### config.mk
export PLATFORM = sky130hd
export DESIGN_NAME = fetch_sequencer_flat
export DESIGN_NICKNAME = d
export VERILOG_FILES = /design/src/rtl/fetch_sequencer_pkg.sv /design/src/rtl/fetch_sequencer_if.sv /design/src/rtl/fetch_sequencer_next_pc_logic.sv /design/src/rtl/fetch_sequencer.sv /design/src/flat_wrapper.sv
export SDC_FILE = /design/constraint.sdc
export NUM_CORES = 1
export LEC_CHECK = 0
export ABC_AREA = 1
export CAP_MARGIN = 15
export CELL_PAD_IN_SITES_DETAIL_PLACEMENT = 0
export CELL_PAD_IN_SITES_GLOBAL_PLACEMENT = 1
export CORE_MARGIN = 10
export CORE_UTILIZATION = 35
export CTS_BUF_LIST = sky130_fd_sc_hd__clkbuf_8
export CTS_CLUSTER_SIZE = 25
export DETAILED_ROUTE_END_ITERATION = 12
export HOLD_SLACK_MARGIN = 0.08
export PLACE_DENSITY = 0.95
export SLEW_MARGIN = 5
export SYNTH_ARGS = -nofsm -noshare
export SYNTH_HDL_FRONTEND = slang
export SYNTH_SLANG_ARGS = --single-unit
### constraint.sdc
create_clock -name clk -period 1.96 [get_ports clk]
set_input_delay 0.294 -clock clk [delete_from_list [all_inputs] [get_ports clk]]
set_output_delay 0.294 -clock clk [all_outputs]
set_load 0.1 [all_outputs]
### src/rtl/fetch_sequencer_pkg.sv
// Shared definitions for the fetch sequencer and its decoder partner:
// opcode constants, the fetch FSM state encoding and default widths.
package fetch_sequencer_pkg;

   localparam int PC_W_DEF    = 8;
   localparam int INSTR_W_DEF = 32;
   localparam int CNT_W_DEF   = 16;

   // Opcodes as seen by the decoder
   localparam logic [3:0] OPC_NOP  = 4'h0;
   localparam logic [3:0] OPC_LOAD = 4'h1;
   localparam logic [3:0] OPC_STOR = 4'h2;
   localparam logic [3:0] OPC_MOVI = 4'h3;
   localparam logic [3:0] OPC_ADD  = 4'h4;
   localparam logic [3:0] OPC_SUB  = 4'h5;
   localparam logic [3:0] OPC_AND  = 4'h6;
   localparam logic [3:0] OPC_OR   = 4'h7;
   localparam logic [3:0] OPC_XOR  = 4'h8;
   localparam logic [3:0] OPC_SHL  = 4'h9;
   localparam logic [3:0] OPC_SHR  = 4'hA;
   localparam logic [3:0] OPC_BZ   = 4'hB;
   localparam logic [3:0] OPC_BN   = 4'hC;
   localparam logic [3:0] OPC_JMP  = 4'hD;
   localparam logic [3:0] OPC_JAL  = 4'hE;
   localparam logic [3:0] OPC_HALT = 4'hF;

   typedef enum logic [1:0] {
      S_FETCH   = 2'd0,
      S_WAIT    = 2'd1,
      S_ISSUE   = 2'd2,
      S_RESOLVE = 2'd3
   } state_t;

endpackage

### src/rtl/fetch_sequencer_if.sv
// Instruction-memory, decoder-issue and branch-resolve signals of the
// fetch sequencer; master is the sequencer side.
interface fetch_sequencer_if
   import fetch_sequencer_pkg::*;
#(
   parameter int PC_W    = PC_W_DEF,
   parameter int INSTR_W = INSTR_W_DEF,
   parameter int CNT_W   = CNT_W_DEF
) ();

   logic               imem_req;
   logic [PC_W-1:0]    imem_addr;
   logic [INSTR_W-1:0] imem_rdata;
   logic               imem_valid;

   logic [INSTR_W-1:0] instr;
   logic [3:0]         opcode;
   logic               instr_valid;
   logic               instr_ready;

   logic               resolve_valid;
   logic               jump;
   logic               branchZ;
   logic               branchN;
   logic               flag_z;
   logic               flag_n;
   logic [PC_W-1:0]    target;

   logic [PC_W-1:0]    pc;
   logic [PC_W-1:0]    pc_link;
   logic [CNT_W-1:0]   retired;
   logic               err_spurious;

   modport master (
      output imem_req, imem_addr,
      input  imem_rdata, imem_valid,
      output instr, opcode, instr_valid,
      input  instr_ready,
      input  resolve_valid, jump, branchZ, branchN, flag_z, flag_n, target,
      output pc, pc_link, retired, err_spurious
   );

   modport slave (
      input  imem_req, imem_addr,
      output imem_rdata, imem_valid,
      input  instr, opcode, instr_valid,
      output instr_ready,
      output resolve_valid, jump, branchZ, branchN, flag_z, flag_n, target,
      input  pc, pc_link, retired, err_spurious
   );

endinterface

### src/rtl/fetch_sequencer_next_pc_logic.sv
// Combinational next-PC resolution: jump overrides, either flagged branch
// condition redirects, otherwise fall through to pc+1 (wrapping).
module next_pc_logic
   import fetch_sequencer_pkg::*;
#(
   parameter int PC_W = PC_W_DEF
) (
   input  logic [PC_W-1:0] pc,
   input  logic [PC_W-1:0] target,
   input  logic            jump,
   input  logic            branchZ,
   input  logic            branchN,
   input  logic            flag_z,
   input  logic            flag_n,
   output logic [PC_W-1:0] next_pc,
   output logic            taken,
   output logic [PC_W-1:0] pc_link
);

   assign pc_link = pc + PC_W'(1);
   assign taken   = jump | (branchZ & flag_z) | (branchN & flag_n);
   assign next_pc = taken ? target : pc_link;

endmodule

### src/rtl/fetch_sequencer.sv
// Single-issue instruction fetch sequencer: fetch, wait for memory, issue
// to the decoder, then resolve the next PC from branch/jump outcome.
module fetch_sequencer
   import fetch_sequencer_pkg::*;
#(
   parameter int PC_W    = PC_W_DEF,
   parameter int INSTR_W = INSTR_W_DEF,
   parameter int OPC_MSB = 31,
   parameter int CNT_W   = CNT_W_DEF
) (
   input  logic               clk,
   input  logic               rst_n,
   fetch_sequencer_if.master  bus
);

   state_t             state, state_d;
   logic [PC_W-1:0]    pc_q;
   logic [PC_W-1:0]    next_pc;
   logic [PC_W-1:0]    pc_link;
   logic               taken;
   logic [INSTR_W-1:0] instr_q;
   logic               instr_valid_q;
   logic [CNT_W-1:0]   retired_q;
   logic               err_q;

   logic               load_instr;
   logic               accept;
   logic               resolve;

   next_pc_logic #(.PC_W(PC_W)) u_next_pc (
      .pc      (pc_q),
      .target  (bus.target),
      .jump    (bus.jump),
      .branchZ (bus.branchZ),
      .branchN (bus.branchN),
      .flag_z  (bus.flag_z),
      .flag_n  (bus.flag_n),
      .next_pc (next_pc),
      .taken   (taken),
      .pc_link (pc_link)
   );

   always_ff @(posedge clk or negedge rst_n) begin
      if (!rst_n) state <= S_FETCH;
      else        state <= state_d;
   end

   // imem_valid/instr_ready/resolve_valid only matter in their own state
   always_comb begin
      state_d    = state;
      load_instr = 1'b0;
      accept     = 1'b0;
      resolve    = 1'b0;
      case (state)
         S_FETCH: state_d = S_WAIT;
         S_WAIT: begin
            if (bus.imem_valid) begin
               load_instr = 1'b1;
               state_d    = S_ISSUE;
            end
         end
         S_ISSUE: begin
            if (bus.instr_ready) begin
               accept  = 1'b1;
               state_d = S_RESOLVE;
            end
         end
         S_RESOLVE: begin
            if (bus.resolve_valid) begin
               resolve = 1'b1;
               state_d = S_FETCH;
            end
         end
         default: state_d = S_FETCH;
      endcase
   end

   always_ff @(posedge clk or negedge rst_n) begin
      if (!rst_n) begin
         pc_q          <= '0;
         instr_q       <= '0;
         instr_valid_q <= 1'b0;
         retired_q     <= '0;
         err_q         <= 1'b0;
      end else begin
         if (load_instr) instr_q <= bus.imem_rdata;

         if (load_instr)  instr_valid_q <= 1'b1;
         else if (accept) instr_valid_q <= 1'b0;

         if (resolve) begin
            pc_q      <= next_pc;
            retired_q <= retired_q + CNT_W'(1);
         end

         // A response with no outstanding request is a protocol error; sticky
         if (bus.imem_valid && (state != S_WAIT)) err_q <= 1'b1;
      end
   end

   // Gated by rst_n so no request is visible while reset is held
   assign bus.imem_req     = rst_n && (state == S_FETCH);
   assign bus.imem_addr    = pc_q;
   assign bus.instr        = instr_q;
   assign bus.opcode       = instr_q[OPC_MSB -: 4];
   assign bus.instr_valid  = instr_valid_q;
   assign bus.pc           = pc_q;
   assign bus.pc_link      = pc_link;
   assign bus.retired      = retired_q;
   assign bus.err_spurious = err_q;

   a_redirect_target: assert property (@(posedge clk) disable iff (!rst_n)
      taken |-> (next_pc == bus.target));

endmodule

### src/flat_wrapper.sv
// flat-port wrapper written by rule: the top's interface ports become plain ports
module fetch_sequencer_flat import fetch_sequencer_pkg::*;
#(
   parameter int PC_W    = PC_W_DEF,
   parameter int INSTR_W = INSTR_W_DEF,
   parameter int OPC_MSB = 31,
   parameter int CNT_W   = CNT_W_DEF
)
  (clk, rst_n, bus_imem_req, bus_imem_addr, bus_imem_rdata, bus_imem_valid, bus_instr, bus_opcode, bus_instr_valid, bus_instr_ready, bus_resolve_valid, bus_jump, bus_branchZ, bus_branchN, bus_flag_z, bus_flag_n, bus_target, bus_pc, bus_pc_link, bus_retired, bus_err_spurious);
  fetch_sequencer_if #(.PC_W(PC_W), .INSTR_W(INSTR_W), .CNT_W(CNT_W)) bus_i ();
  input  logic clk;
  input  logic rst_n;
  output wire logic [$bits(bus_i.imem_req)-1:0] bus_imem_req;
  output wire logic [$bits(bus_i.imem_addr)-1:0] bus_imem_addr;
  input wire logic [$bits(bus_i.imem_rdata)-1:0] bus_imem_rdata;
  input wire logic [$bits(bus_i.imem_valid)-1:0] bus_imem_valid;
  output wire logic [$bits(bus_i.instr)-1:0] bus_instr;
  output wire logic [$bits(bus_i.opcode)-1:0] bus_opcode;
  output wire logic [$bits(bus_i.instr_valid)-1:0] bus_instr_valid;
  input wire logic [$bits(bus_i.instr_ready)-1:0] bus_instr_ready;
  input wire logic [$bits(bus_i.resolve_valid)-1:0] bus_resolve_valid;
  input wire logic [$bits(bus_i.jump)-1:0] bus_jump;
  input wire logic [$bits(bus_i.branchZ)-1:0] bus_branchZ;
  input wire logic [$bits(bus_i.branchN)-1:0] bus_branchN;
  input wire logic [$bits(bus_i.flag_z)-1:0] bus_flag_z;
  input wire logic [$bits(bus_i.flag_n)-1:0] bus_flag_n;
  input wire logic [$bits(bus_i.target)-1:0] bus_target;
  output wire logic [$bits(bus_i.pc)-1:0] bus_pc;
  output wire logic [$bits(bus_i.pc_link)-1:0] bus_pc_link;
  output wire logic [$bits(bus_i.retired)-1:0] bus_retired;
  output wire logic [$bits(bus_i.err_spurious)-1:0] bus_err_spurious;
  assign bus_imem_req = bus_i.imem_req;
  assign bus_imem_addr = bus_i.imem_addr;
  assign bus_i.imem_rdata = bus_imem_rdata;
  assign bus_i.imem_valid = bus_imem_valid;
  assign bus_instr = bus_i.instr;
  assign bus_opcode = bus_i.opcode;
  assign bus_instr_valid = bus_i.instr_valid;
  assign bus_i.instr_ready = bus_instr_ready;
  assign bus_i.resolve_valid = bus_resolve_valid;
  assign bus_i.jump = bus_jump;
  assign bus_i.branchZ = bus_branchZ;
  assign bus_i.branchN = bus_branchN;
  assign bus_i.flag_z = bus_flag_z;
  assign bus_i.flag_n = bus_flag_n;
  assign bus_i.target = bus_target;
  assign bus_pc = bus_i.pc;
  assign bus_pc_link = bus_i.pc_link;
  assign bus_retired = bus_i.retired;
  assign bus_err_spurious = bus_i.err_spurious;
  fetch_sequencer #(.PC_W(PC_W), .INSTR_W(INSTR_W), .OPC_MSB(OPC_MSB), .CNT_W(CNT_W)) u_core (.clk(clk), .rst_n(rst_n), .bus(bus_i));
endmodule
# After elaboration in Yosys (flattened, before gate mapping)
# Index checks and enable logic that the tools add are counted.
[op_classes] n_addsub=2 n_eq_ne=7 mux=13 bitwise_logic=4 reduce_logical=5
[op_table] op="$add A16 B1 Y16 const B" n=1
[op_table] op="$add A8 B1 Y8 const B" n=1
[op_table] op="$mux W1" n=8
[op_table] op="$mux W8" n=1
[op_table] op="$pmux W2 S4" n=1
[op_table] op="$mux W2" n=3
[op_table] op="$ne A2 B2 Y1 const B" n=3
[op_table] op="$eq A2 B2 Y1 const B" n=2
[op_table] op="$reduce_and A3 Y1" n=1
[op_table] op="$and A1 B1 Y1" n=2
[op_table] op="$eq A2 B1 Y1 const B" n=1
[op_table] op="$logic_and A1 B1 Y1" n=2
[op_table] op="$logic_not A2 Y1" n=1
[op_table] op="$ne A2 B1 Y1 const B" n=1
[op_table] op="$or A1 B1 Y1" n=2
[op_table] op="$reduce_bool A2 Y1" n=1
[totals] reg_bits=60 output_inout_bits=79 elab_cells=37

# Depth between registers and ports, before layout
[depth] depth_word=4 mapped_depth=8

# Modules after synthesis
# A second synthesis with hierarchy kept.
[hier_totals] cells_unflattened=299 area_unflattened_um2=2915.3
[by_module_without_submodules] module="fetch_sequencer" n_inst=1 cells_per_inst=244 area_each_um2=2661.3
[by_module_without_submodules] module="next_pc_logic" n_inst=1 cells_per_inst=55 area_each_um2=254.0

# Worst setup path after synthesis
# No wires, ideal clock.
[synth_timing] path_type="flip-flop to flip-flop" from="register u_core.pc_q[0] (netlist: u_core.bus.imem_addr[0])" to="register u_core.pc_q[4] (netlist: u_core.bus.imem_addr[4])" arrival_ps=3212 required_ps=1872 setup_slack_ps=-1340 path_stages_with_launch=6 n_path_buf=0 synth_period_minus_slack_ps=3300 cell_sequence="dfrtp_1 > ha_1 > nand3_1 > xor2_1 > nand2_1 > a22oi_1"
[synth_via] elab_chain_cells=2
[synth_lines] element="start, declared" line="fetch_sequencer.sv:17" rtl="logic [PC_W-1:0] pc_q;"
[synth_lines] element="start signal, assigned" line="fetch_sequencer.sv:92" rtl="pc_q <= next_pc;"
[synth_lines] element="$add A8 B1 Y8" line="fetch_sequencer_next_pc_logic.sv:20" rtl="assign pc_link = pc + PC_W'(1);"
[synth_lines] element="via bus_pc_link[4]" line="flat_wrapper.sv:29" rtl="output wire logic [$bits(bus_i.pc_link)-1:0] bus_pc_link;"
[synth_lines] element="$mux W8" line="fetch_sequencer_next_pc_logic.sv:22" rtl="assign next_pc = taken ? target : pc_link;"
# The timed path passes the listed nets, and every way through them passes these cells.
# A chain may end at the register's enable or synchronous reset.

# Worst setup path in the final report
[layout_timing] from="register u_core.pc_q[1] (netlist: u_core.bus.imem_addr[1])" to="output port bus_pc_link[6]"
[layout_via] elab_chain_cells=1
[layout_lines] element="$add A8 B1 Y8" line="fetch_sequencer_next_pc_logic.sv:20"
[layout_lines] element="end, declared" line="flat_wrapper.sv:29"
# Every way passes these cells.

==> run summary <==
Layout area overhead: 55.7%
register area: 1530 um2
maxcap violations: 0
combinational family with the most area after synthesis: simple AND/OR/NAND/NOR gates
drt pass-1 iters: 4
Worst-Skew Late Latency: 0.34 ns
# diodes: 0
final instance area: 4630 um2
mux cell area share after synthesis: 0.121
multi-input logic area: 1310 um2
Worst EP arrival: 1.60 ns
final hold vios: 0
Setup crit end kind: output pin
met2 wire length: 4590 um
most common library cell in the layout ignoring fill and taps: buf_4
status: finished clean
Routed Antenna Nets: 0
Tmin final: 1.90 ns
post-place instance area: 4290 um2
clk_skew: 0.00753 ns
Rows: 33
CTS H-Tree Depth: 3
layout cells sized above 1: 0.403
final net count: 483
die width: 112 um
Core Area: 8260 um2
CTS tree: yes
Pins Over Slew Limit: 0
Synth Flop Type: dfrtp_1
routability congestion estimate: 0.787
Post-synth EDFFs: 0
XOR/XNOR Fraction of Synth Area: 0.0408
Slew @ Worst Pin: 0.782 ns
# DRC: 0
GR Overflow Total: 0
Post-Syn Area: 2980 um2
Adder-Cell Fraction of Synth Area: 0.0252
Synth Area in Simple Gates: 0.176
first-pass GRT wire length: 13600 um
met3 WL: 493 um
fmax: 527 MHz
CP Launch Point: u_core.bus.imem_addr[1]
most frequent cells in the layout: buf_4, nand2_1, dfrtp_1, clkdlybuf4s50_1, mux2_2
Die Ht: 112 um
largest net degree at the start of global routing: 61
Synthesized Nets: 350
fin crit share: 0.968
Hold Path Class: in2async
Max Root-Sink Buffers: 2
syn avg cell area: 10.1 um2
HPWL Detailed: 6470 um
data required time of the worst path: 1.67 ns
total CTS buffers: 9
met1 WL: 3260 um
CTS sink cnt: 60
Crit Path Max Fanout: 4
top sig layer: met4
vias per cell: 4.64
DR iter-0 viols: 96
initial antenna violation count: 0
clock-pin transition on the worst setup and hold timing paths: 0.07 ns
Syn Inst Count: 294
Setup Viol. Count Final: 0
routed vias: 2490
gr usage total: 0.132
startpoint class of the critical path: register
Filler cells: 705
Top Ports: 129
post-synthesis compound-gate area fraction: 0.0441
yosys warns: 0
Detailed Route WL: 8450 um
CTS root buffer: clkbuf_8
Async SR Flop Fraction: 1.00
synthesized flop and latch total: 60
crit path kind: reg2out
Synth cell types: 34
full die area: 12600 um2
Relative slew margins: 0.479
I/O Buffers: 128
vias in the first global route: 2713
post-DR wirelength/cell: 15.7 um
Worst R2R Start: u_core.bus.imem_addr[1]
Initial Util: 0.360
post-synthesis sequential area ratio: 0.504
through the flow:
step / hold WS (ns) / setup slack [ns] / util / std cells / setup TNS [ns]
global placement: 0.458 / 0.311 / 0.520 / 513 / 0
CTS: 0.209 / 0.0267 / 0.556 / 533 / 0
detailed placement: 0.457 / 0.285 / 0.520 / 513 / 0
finish: 0.173 / 0.0636 / 0.561 / 537 / 0
floorplan: -0.00159 / 0.00181 / - / 294 / 0
global route: 0.224 / -0.00305 / 0.561 / 537 / -0.00305
area by class of cell:
type,count,share of cell area
Tap cell,105,0.0283
Multi-Input combinational cell,184,0.283
Inverter,33,0.0281
Sequential cell,60,0.329
Timing Repair Buffer,139,0.278
Clock buffer,10,0.0297
Clock inverter,6,0.0240
per-layer routing:
metal  vias to the layer above  global-route usage
met4                         0              0.0440
li1                       1201                   -
met5                         -                   0
met2                        77               0.236
met3                        11              0.0463
met1                      1201               0.141
state kept, by name, summed over array words and instances, names as in the netlist:
register and flops:
u_core.bus.instr 32, u_core.bus.retired 16, u_core.bus.imem_addr 8, u_core.state 2
u_core.bus.err_spurious 1, u_core.bus.instr_valid 1
synthesized netlist by cell type (2+ instances only):
| cell | instances | area (um2) |
|---|---|---|
| buf_4 | 13 | 97.6 |
| xor2_1 | 7 | 61.3 |
| nand3_1 | 9 | 45.0 |
| o21ai_0 | 6 | 30.0 |
| o21ai_1 | 3 | 15.0 |
| nor2_2 | 2 | 12.5 |
| nand2_1 | 65 | 244 |
| a22oi_1 | 2 | 15.0 |
| inv_1 | 30 | 113 |
| nand4_1 | 6 | 37.5 |
| nor2_4 | 2 | 22.5 |
| dfrtp_1 | 60 | 1500 |
| nor2_1 | 16 | 60.1 |
| o21a_1 | 2 | 15.0 |
| xnor2_1 | 5 | 43.8 |
| buf_6 | 3 | 33.8 |
| ha_1 | 6 | 75.1 |
| inv_2 | 2 | 7.51 |
| nand2_2 | 3 | 18.8 |
| a21oi_1 | 7 | 35.0 |
| mux2_2 | 32 | 360 |
cell families after synthesis:
kind of cell | Yosys count
buf+inv | 50
xor+xnor | 13
mux | 32
simple gates | 110
flops | 60
fa+ha+maj | 6
compound gates | 23
worst paths after layout:
kind,endpoint,slack [ns],cells after the start
max reg2reg,u_core.bus.imem_addr[6],0.46,8
min reg2reg,u_core.bus.err_spurious,0.47,1
max in group asynchronous,u_core.bus.imem_addr[7],1.20,2
min in group clk,u_core.bus.err_spurious,0.47,1
max,bus_pc_link[6],0.06,6
min,u_core.bus.retired[10],0.17,2
critical path, stage by stage, from the launching register on:
cell	delay (ns)
dfrtp_4	0.52
ha_4	0.19
nand3_4	0.10
nor2_1	0.05
nand2_1	0.08
and2_4	0.16
buf_12	0.16
timing repair:
action                     CTS  global route
setup endpoints to repair    2             3
resized for setup            2             3
hold buffers                 0             0
buffers inserted             4             4
pin swaps                    1             3
Power is left out: the tool's default activity adds up to more than one toggle a clock period on the data nets, which glitch-free logic cannot reach.
